<file path="src/rtl/debounce_edge.sv">
// Synchronizes and debounces an asynchronous level, with registered rise/fall pulses.
// A new level is accepted only after it persists DEBOUNCE_CYCLES consecutive cycles at the synchronizer output.
//
// state   | meaning
// STABLE  | synchronized input matches q, counter idle
// PENDING | synchronized input differs from q, counting toward acceptance
module debounce_edge #(
  parameter int SYNC_STAGES     = 2,
  parameter int DEBOUNCE_CYCLES = 4
) (
  input  logic clk,
  input  logic reset,
  input  logic din,
  output logic q,
  output logic rise,
  output logic fall,
  output logic busy
);

  localparam int CW = (DEBOUNCE_CYCLES < 1) ? 1 : $clog2(DEBOUNCE_CYCLES + 1);
  localparam logic [CW-1:0] CNT_LAST = CW'(DEBOUNCE_CYCLES - 1);

  typedef enum logic {
    STABLE  = 1'b0,
    PENDING = 1'b1
  } state_t;

  logic [SYNC_STAGES-1:0] sync_q;
  logic [SYNC_STAGES-1:0] sync_d;
  logic                   s;

  state_t          state_q;
  logic [CW-1:0]   cnt_q;
  logic            level_q;
  logic            rise_q;
  logic            fall_q;

  assign sync_d = {sync_q[SYNC_STAGES-2:0], din};
  assign s      = sync_q[SYNC_STAGES-1];

  always_ff @(posedge clk or negedge reset) begin
    if (!reset) begin
      sync_q <= '0;
    end else begin
      sync_q <= sync_d;
    end
  end

  // Any cycle where s agrees with q discards the partial count (bounce rejection).
  always_ff @(posedge clk or negedge reset) begin
    if (!reset) begin
      state_q <= STABLE;
      cnt_q   <= '0;
      level_q <= 1'b0;
      rise_q  <= 1'b0;
      fall_q  <= 1'b0;
    end else begin
      rise_q <= 1'b0;
      fall_q <= 1'b0;
      if (s != level_q) begin
        if (cnt_q == CNT_LAST) begin
          level_q <= s;
          rise_q  <= s;
          fall_q  <= ~s;
          cnt_q   <= '0;
          state_q <= STABLE;
        end else begin
          cnt_q   <= cnt_q + CW'(1);
          state_q <= PENDING;
        end
      end else begin
        cnt_q   <= '0;
        state_q <= STABLE;
      end
    end
  end

  assign q    = level_q;
  assign rise = rise_q;
  assign fall = fall_q;
  assign busy = (state_q == PENDING);

endmodule

</file>
<file path="config.mk">
export PLATFORM = sky130hd
export DESIGN_NAME = debounce_edge
export DESIGN_NICKNAME = d
export VERILOG_FILES = /design/src/rtl/debounce_edge.sv
export SDC_FILE = /design/constraint.sdc
export NUM_CORES = 1
export LEC_CHECK = 0
export CAP_MARGIN = 30
export CORE_AREA = 2 2 39 41
export CTS_CLUSTER_SIZE = 12
export DETAILED_ROUTE_END_ITERATION = 12
export DIE_AREA = 0 0 41 43
export GPL_TIMING_DRIVEN = 0
export PLACE_DENSITY = 0.47
export SETUP_SLACK_MARGIN = 0.2
export SLEW_MARGIN = 20
export SYNTH_ARGS = -nofsm -noshare
export SYNTH_HDL_FRONTEND = slang
export SYNTH_SLANG_ARGS = --single-unit
</file>
<file path="constraint.sdc">
create_clock -name clk -period 1.2 [get_ports clk]
set_input_delay 0.24 -clock clk [delete_from_list [all_inputs] [get_ports clk]]
set_output_delay 0.24 -clock clk [all_outputs]
set_load 0.03 [all_outputs]
</file>
==> run summary, run 1 <==
GRT Total Usage: 7.93%
Initial Util: 22.8%
buffers added on ports: 6
pin count of the biggest net entering global routing: 10
clock power share: 22.2%
initial antenna violation count: 0
fin. max-slew vios: 0
peak supply drop: 0.000564 V
Post-DP Area: 409 um^2
setup tns final: 0 ns
Mapped Cells: 19
Final Setup Violations: 0
RePlAce Congestion: 0.706
synthesized area: 315 um^2
Synth area leader: dfrtp_1
H-Tree Depth: 1
drc violations: 0
Psw: 0.332 mW
Distinct cells, synth: 9
fill count: 139
CTS max path bufs: 2
Critical R2R Launch: cnt_q[0]$_DFF_PN0_
leakage: 0.220 nW
clock sink total: 9
Worst-Skew Late Latency: 0.26 ns
CP max FO: 4
CP endpoint kind: flop
Worst Skew: 0.00240 ns
Setup CP Type: reg -> reg
Nets: 36
first-pass GRT wire length: 821 um
Iteration-0 DRC Markers: 0
max cap viols: 0
CTS Root Cell: clkbuf_4
vias in the first global route: 201
Core Area: 1380 um^2
Vias: 179
router iterations before antenna repair: 1
TritonCTS Buffers: 3
total grt overflow: 0
Final Cell Area: 462 um^2
run status: complete, no violations
antenna violation net count after detailed routing: 0
synthesis-to-layout area growth: 46.4%
Rows: 14
combinational power share: 36.7%
Die Wd: 41 um
Clock transition at path regs: 0.06 ns
Synth Net Count: 23
CP Data Arrival Time: 1.30 ns
worst-margin pin slew: 0.401 ns
fin crit share: 96.6%
io pins: 7
vias per std cell: 3.81
Synthesis Warnings: 0
synth top area cells: dfrtp_1, and3b_2, nor3b_1, nor2b_4, ha_1
Total Wirelength: 504 um
hold-fix buffers at CTS: 0
Syn Area/Cell: 16.6 um^2
Worst Hold Class: in -> async
crit path launch type: flop
Worst R2R Setup Slack: 0.04 ns
share of layout cells above drive strength 1: 54.8%
Int Pwr: 0.701 mW
# diodes: 0
switching part of the total: 32.2%
Pwr Density: 2240 nW/um^2
Rel. slew slack: 73.2%
RSZ-0062 raised after global routing: true
flops & latches, synth: 9
maximum clock frequency: 0.863 GHz
Die ar.: 1760 um^2
CP required: 1.34 ns
Die Y: 43 um
Yosys top cell area share: 71.4%
final hold vios: 0
CTS tree: yes
Final Critical Period: 1.16 ns
wire per inst: 10.7 um
Worst Setup SP: cnt_q[0]$_DFF_PN0_
Flop pwr share: 41.1%
sequential area share after synthesis: 71.4%
## cell families after synthesis
group         share of synthesized area (%)
flops                                  71.4
xor+xnor                               2.78
simple gates                           18.2
mux                                    3.57
fa+ha+maj                              3.97
## synth_stat cells, drive strengths merged
cell type / instances
dfrtp: 9
and3b: 2
nor3b: 2
ha: 1
mux2: 1
nor2: 1
nor2b: 1
nor3: 1
xnor2: 1
## state kept, by name, indices dropped and copies added (netlist names)
register / cells
cnt_q: 3
sync_q: 2
fall: 1
rise: 1
q: 1
busy: 1
## metrics by stage
step | std cells | hold WS, ns | util (%) | power [mW] | worst slack (ns)
2_1_floorplan | 19 | -0.0556 | - | 0.632 | 0.107
3_3_place_gp | 41 | 0.339 | 29.6 | 0.737 | -0.146
3_5_place_dp | 41 | 0.344 | 29.6 | 0.754 | -0.158
4_1_cts | 46 | 0.275 | 32.1 | 1.00 | 0.0416
5_1_grt | 47 | 0.306 | 33.4 | 1.10 | 0.00708
6_report | 47 | 0.275 | 33.4 | 1.03 | 0.0413
## worst max-delay path: stages, from the launching register on
cell and delay, ns:
dfrtp_1 0.36, ha_2 0.19, nor2b_4 0.18, mux2_4 0.31
## cells in the final DEF (no fill, tap or decap)
master and instances:
clkdlybuf4s50_1 2, xnor2_2 1, buf_6 3, buf_4 3, nor2b_4 1, and3b_2 2, mux2_4 1, nor3_2 1
dfrtp_1 9, ha_2 1, nor2_1 1, nor3b_2 1, clkbuf_4 3, clkbuf_1 1, nor3b_1 1
## worst paths after layout
kind,end,depth (start not counted)
min in group clk,sync_q[1]$_DFF_PN0_,0
setup reg to reg,q$_DFFE_PN0P_,3
hold reg to reg,sync_q[1]$_DFF_PN0_,0
max in group asynchronous,fall$_DFF_PN0_,1
setup / recovery,q$_DFFE_PN0P_,3
hold / removal,cnt_q[2]$_DFF_PN0_,1
## area by class of cell
cell class / instances / area (um^2) / share of cell area, %
flip-flops and latches: 9 / 225 / 48.8
well taps: 16 / 20.0 / 4.34
clock buffers: 4 / 26.3 / 5.69
repair buffers: 8 / 76.3 / 16.5
multi-input cells: 10 / 114 / 24.7
## metal layers
metal | global-route usage, % | routed length, um | part of all wire (%)
met1 | 8.05 | 202 | 40
met2 | 10.3 | 267 | 53
met3 | 3.14 | 34 | 6.7
met4 | 10.0 | 0 | 0
met5 | 0 | 0 | 0
## power by group through the flow
| stage | clock network [mW] | logic, mW | registers, mW |
|---|---|---|---|
| CTS | 0.244 | 0.336 | 0.425 |
| global placement | 0 | 0.317 | 0.420 |
| floorplan | 0 | 0.134 | 0.498 |
| detailed placement | 0 | 0.328 | 0.426 |
| global route | 0.259 | 0.410 | 0.432 |
| finish | 0.229 | 0.379 | 0.425 |
## repair_timing
action	CTS	global route
pin swaps	1	1
cloned	0	0
setup endpoints to repair	7	10
setup buffers	1	1
resized for setup	27	2
(Power assumes the default switching activity.)
==> run 2: changes to the inputs <==
Settings changed: SLEW_MARGIN 20 to 15.
==> results of run 2 <==
The final DEF is identical to that of run 1; final timing and power are the same.
==> run 3: changes to the inputs <==
Settings changed: SKIP_CTS_REPAIR_TIMING from default to 1.
==> run summary, run 3 (synthesis results as in run 1) <==
run status: complete, no violations
crit path launch type: flop
CP cell instances: ha_2 > nor2b_4 > mux2_4
max cap viols: 0
Core Area: 1380 um^2
Cells after DPL: 41
setup tns final: 0 ns
Slowest-stage cell, CP: dfrtp_1
peak supply drop: 0.000555 V
Buf+Inv Stages, Crit Path: 0
H-Tree Depth: 1
Iteration-0 DRC Markers: 0
maximum clock frequency: 0.847 GHz
GRT Total Usage: 7.73%
Pwr Total: 0.990 mW
first-pass GRT wire length: 786 um
Setup CP Type: reg -> reg
Worst R2R Setup Slack: 0.02 ns
fin crit share: 98.4%
CTS Root Cell: clkbuf_4
wire per inst: 10.1 um
commonest non-fill, non-tap cells in the layout: dfrtp_1, clkbuf_4, buf_6
Nets: 35
Die Wd: 41 um
total grt overflow: 0
drc violations: 0
Final Critical Period: 1.18 ns
CP Data Arrival Time: 1.32 ns
Worst Skew: 0.000367 ns
delay-heaviest family, CP: flip-flops
Die ar.: 1760 um^2
CP required: 1.34 ns
Worst Hold Class: in -> async
Reg2Reg Depth: 3
pin count of the biggest net entering global routing: 10
share of layout cells above drive strength 1: 46.7%
vias per std cell: 3.93
CTS max path bufs: 2
registers with the most flip-flops: cnt_q (3), sync_q (2)
critical path depth in cells: 3
Total Wirelength: 463 um
RePlAce Congestion: 0.706
Final Setup Violations: 0
crit-path max cell delay: 0.36 ns
final hold vios: 0
Largest register FFs: 3
Die Y: 43 um
synthesis-to-layout area growth: 40.9%
buffers added on ports: 6
Worst-Skew Late Latency: 0.25 ns
Layout Cells excl Fill: 46
io pins: 7
antenna violation net count after detailed routing: 0
TritonCTS Buffers: 3
Rows: 14
Clock transition at path regs: 0.06 ns
# diodes: 0
Pwr Density: 2230 nW/um^2
RSZ-0062 raised after global routing: true
commonest non-fill, non-tap cell in the layout: dfrtp_1
Initial Util: 22.8%
worst hold slack: 0.281 ns
fin. max-slew vios: 0
clock sink total: 9
Rel. slew slack: 72.9%
vias in the first global route: 200
leakage: 0.211 nW
CP max FO: 6
CTS tree: yes
CP endpoint kind: flop
Biggest register: cnt_q
Vias: 181
worst-margin pin slew: 0.406 ns
initial antenna violation count: 0
router iterations before antenna repair: 1
run 3: cell types whose count changed in the layout (fill, tap and decap cells not counted), sizes merged:
cell,change
clkbuf,+1
buf,-2
run 3: path summary, 6_finish.rpt:
kind,startpoint,to
setup / recovery,cnt_q[0]$_DFF_PN0_,q$_DFFE_PN0P_
setup reg to reg,cnt_q[0]$_DFF_PN0_,q$_DFFE_PN0P_
min in group clk,sync_q[0]$_DFF_PN0_,sync_q[1]$_DFF_PN0_
max in group asynchronous,reset,fall$_DFF_PN0_
hold reg to reg,sync_q[0]$_DFF_PN0_,sync_q[1]$_DFF_PN0_
hold / removal,reset,cnt_q[2]$_DFF_PN0_
run 3: layout make-up:
type / instances / area, um^2
clock buffer: 4 / 26.3
tap: 16 / 20.0
fill: 140 / 940
timing repair buffer: 7 / 68.8
multi-input combinational: 10 / 104
sequential: 9 / 225
run 3: per-stage QoR:
step	setup slack (ns)	instance area [um^2]	utilization (%)
2_1_floorplan	0.107	329	-
3_3_place_gp	-0.146	409	29.6
3_5_place_dp	-0.158	409	29.6
4_1_cts	-0.451	435	31.5
5_1_grt	-0.0210	444	32.1
6_report	0.0189	444	32.1
run 3: where the power goes:
| part | switching, mW | internal [mW] |
|---|---|---|
| Combinational | 0.163 | 0.178 |
| Sequential | 0.0511 | 0.372 |
| Clock | 0.0980 | 0.128 |
run 3: layer usage:
| layer | wire [um] | global-route usage (%) | vias up |
|---|---|---|---|
| met2 | 248 | 10.0 | 6 |
| met4 | 0 | 10.0 | 0 |
| met3 | 30 | 3.14 | 0 |
| met1 | 185 | 7.72 | 87 |
| li1 | - | - | 88 |
| met5 | 0 | 0 | - |
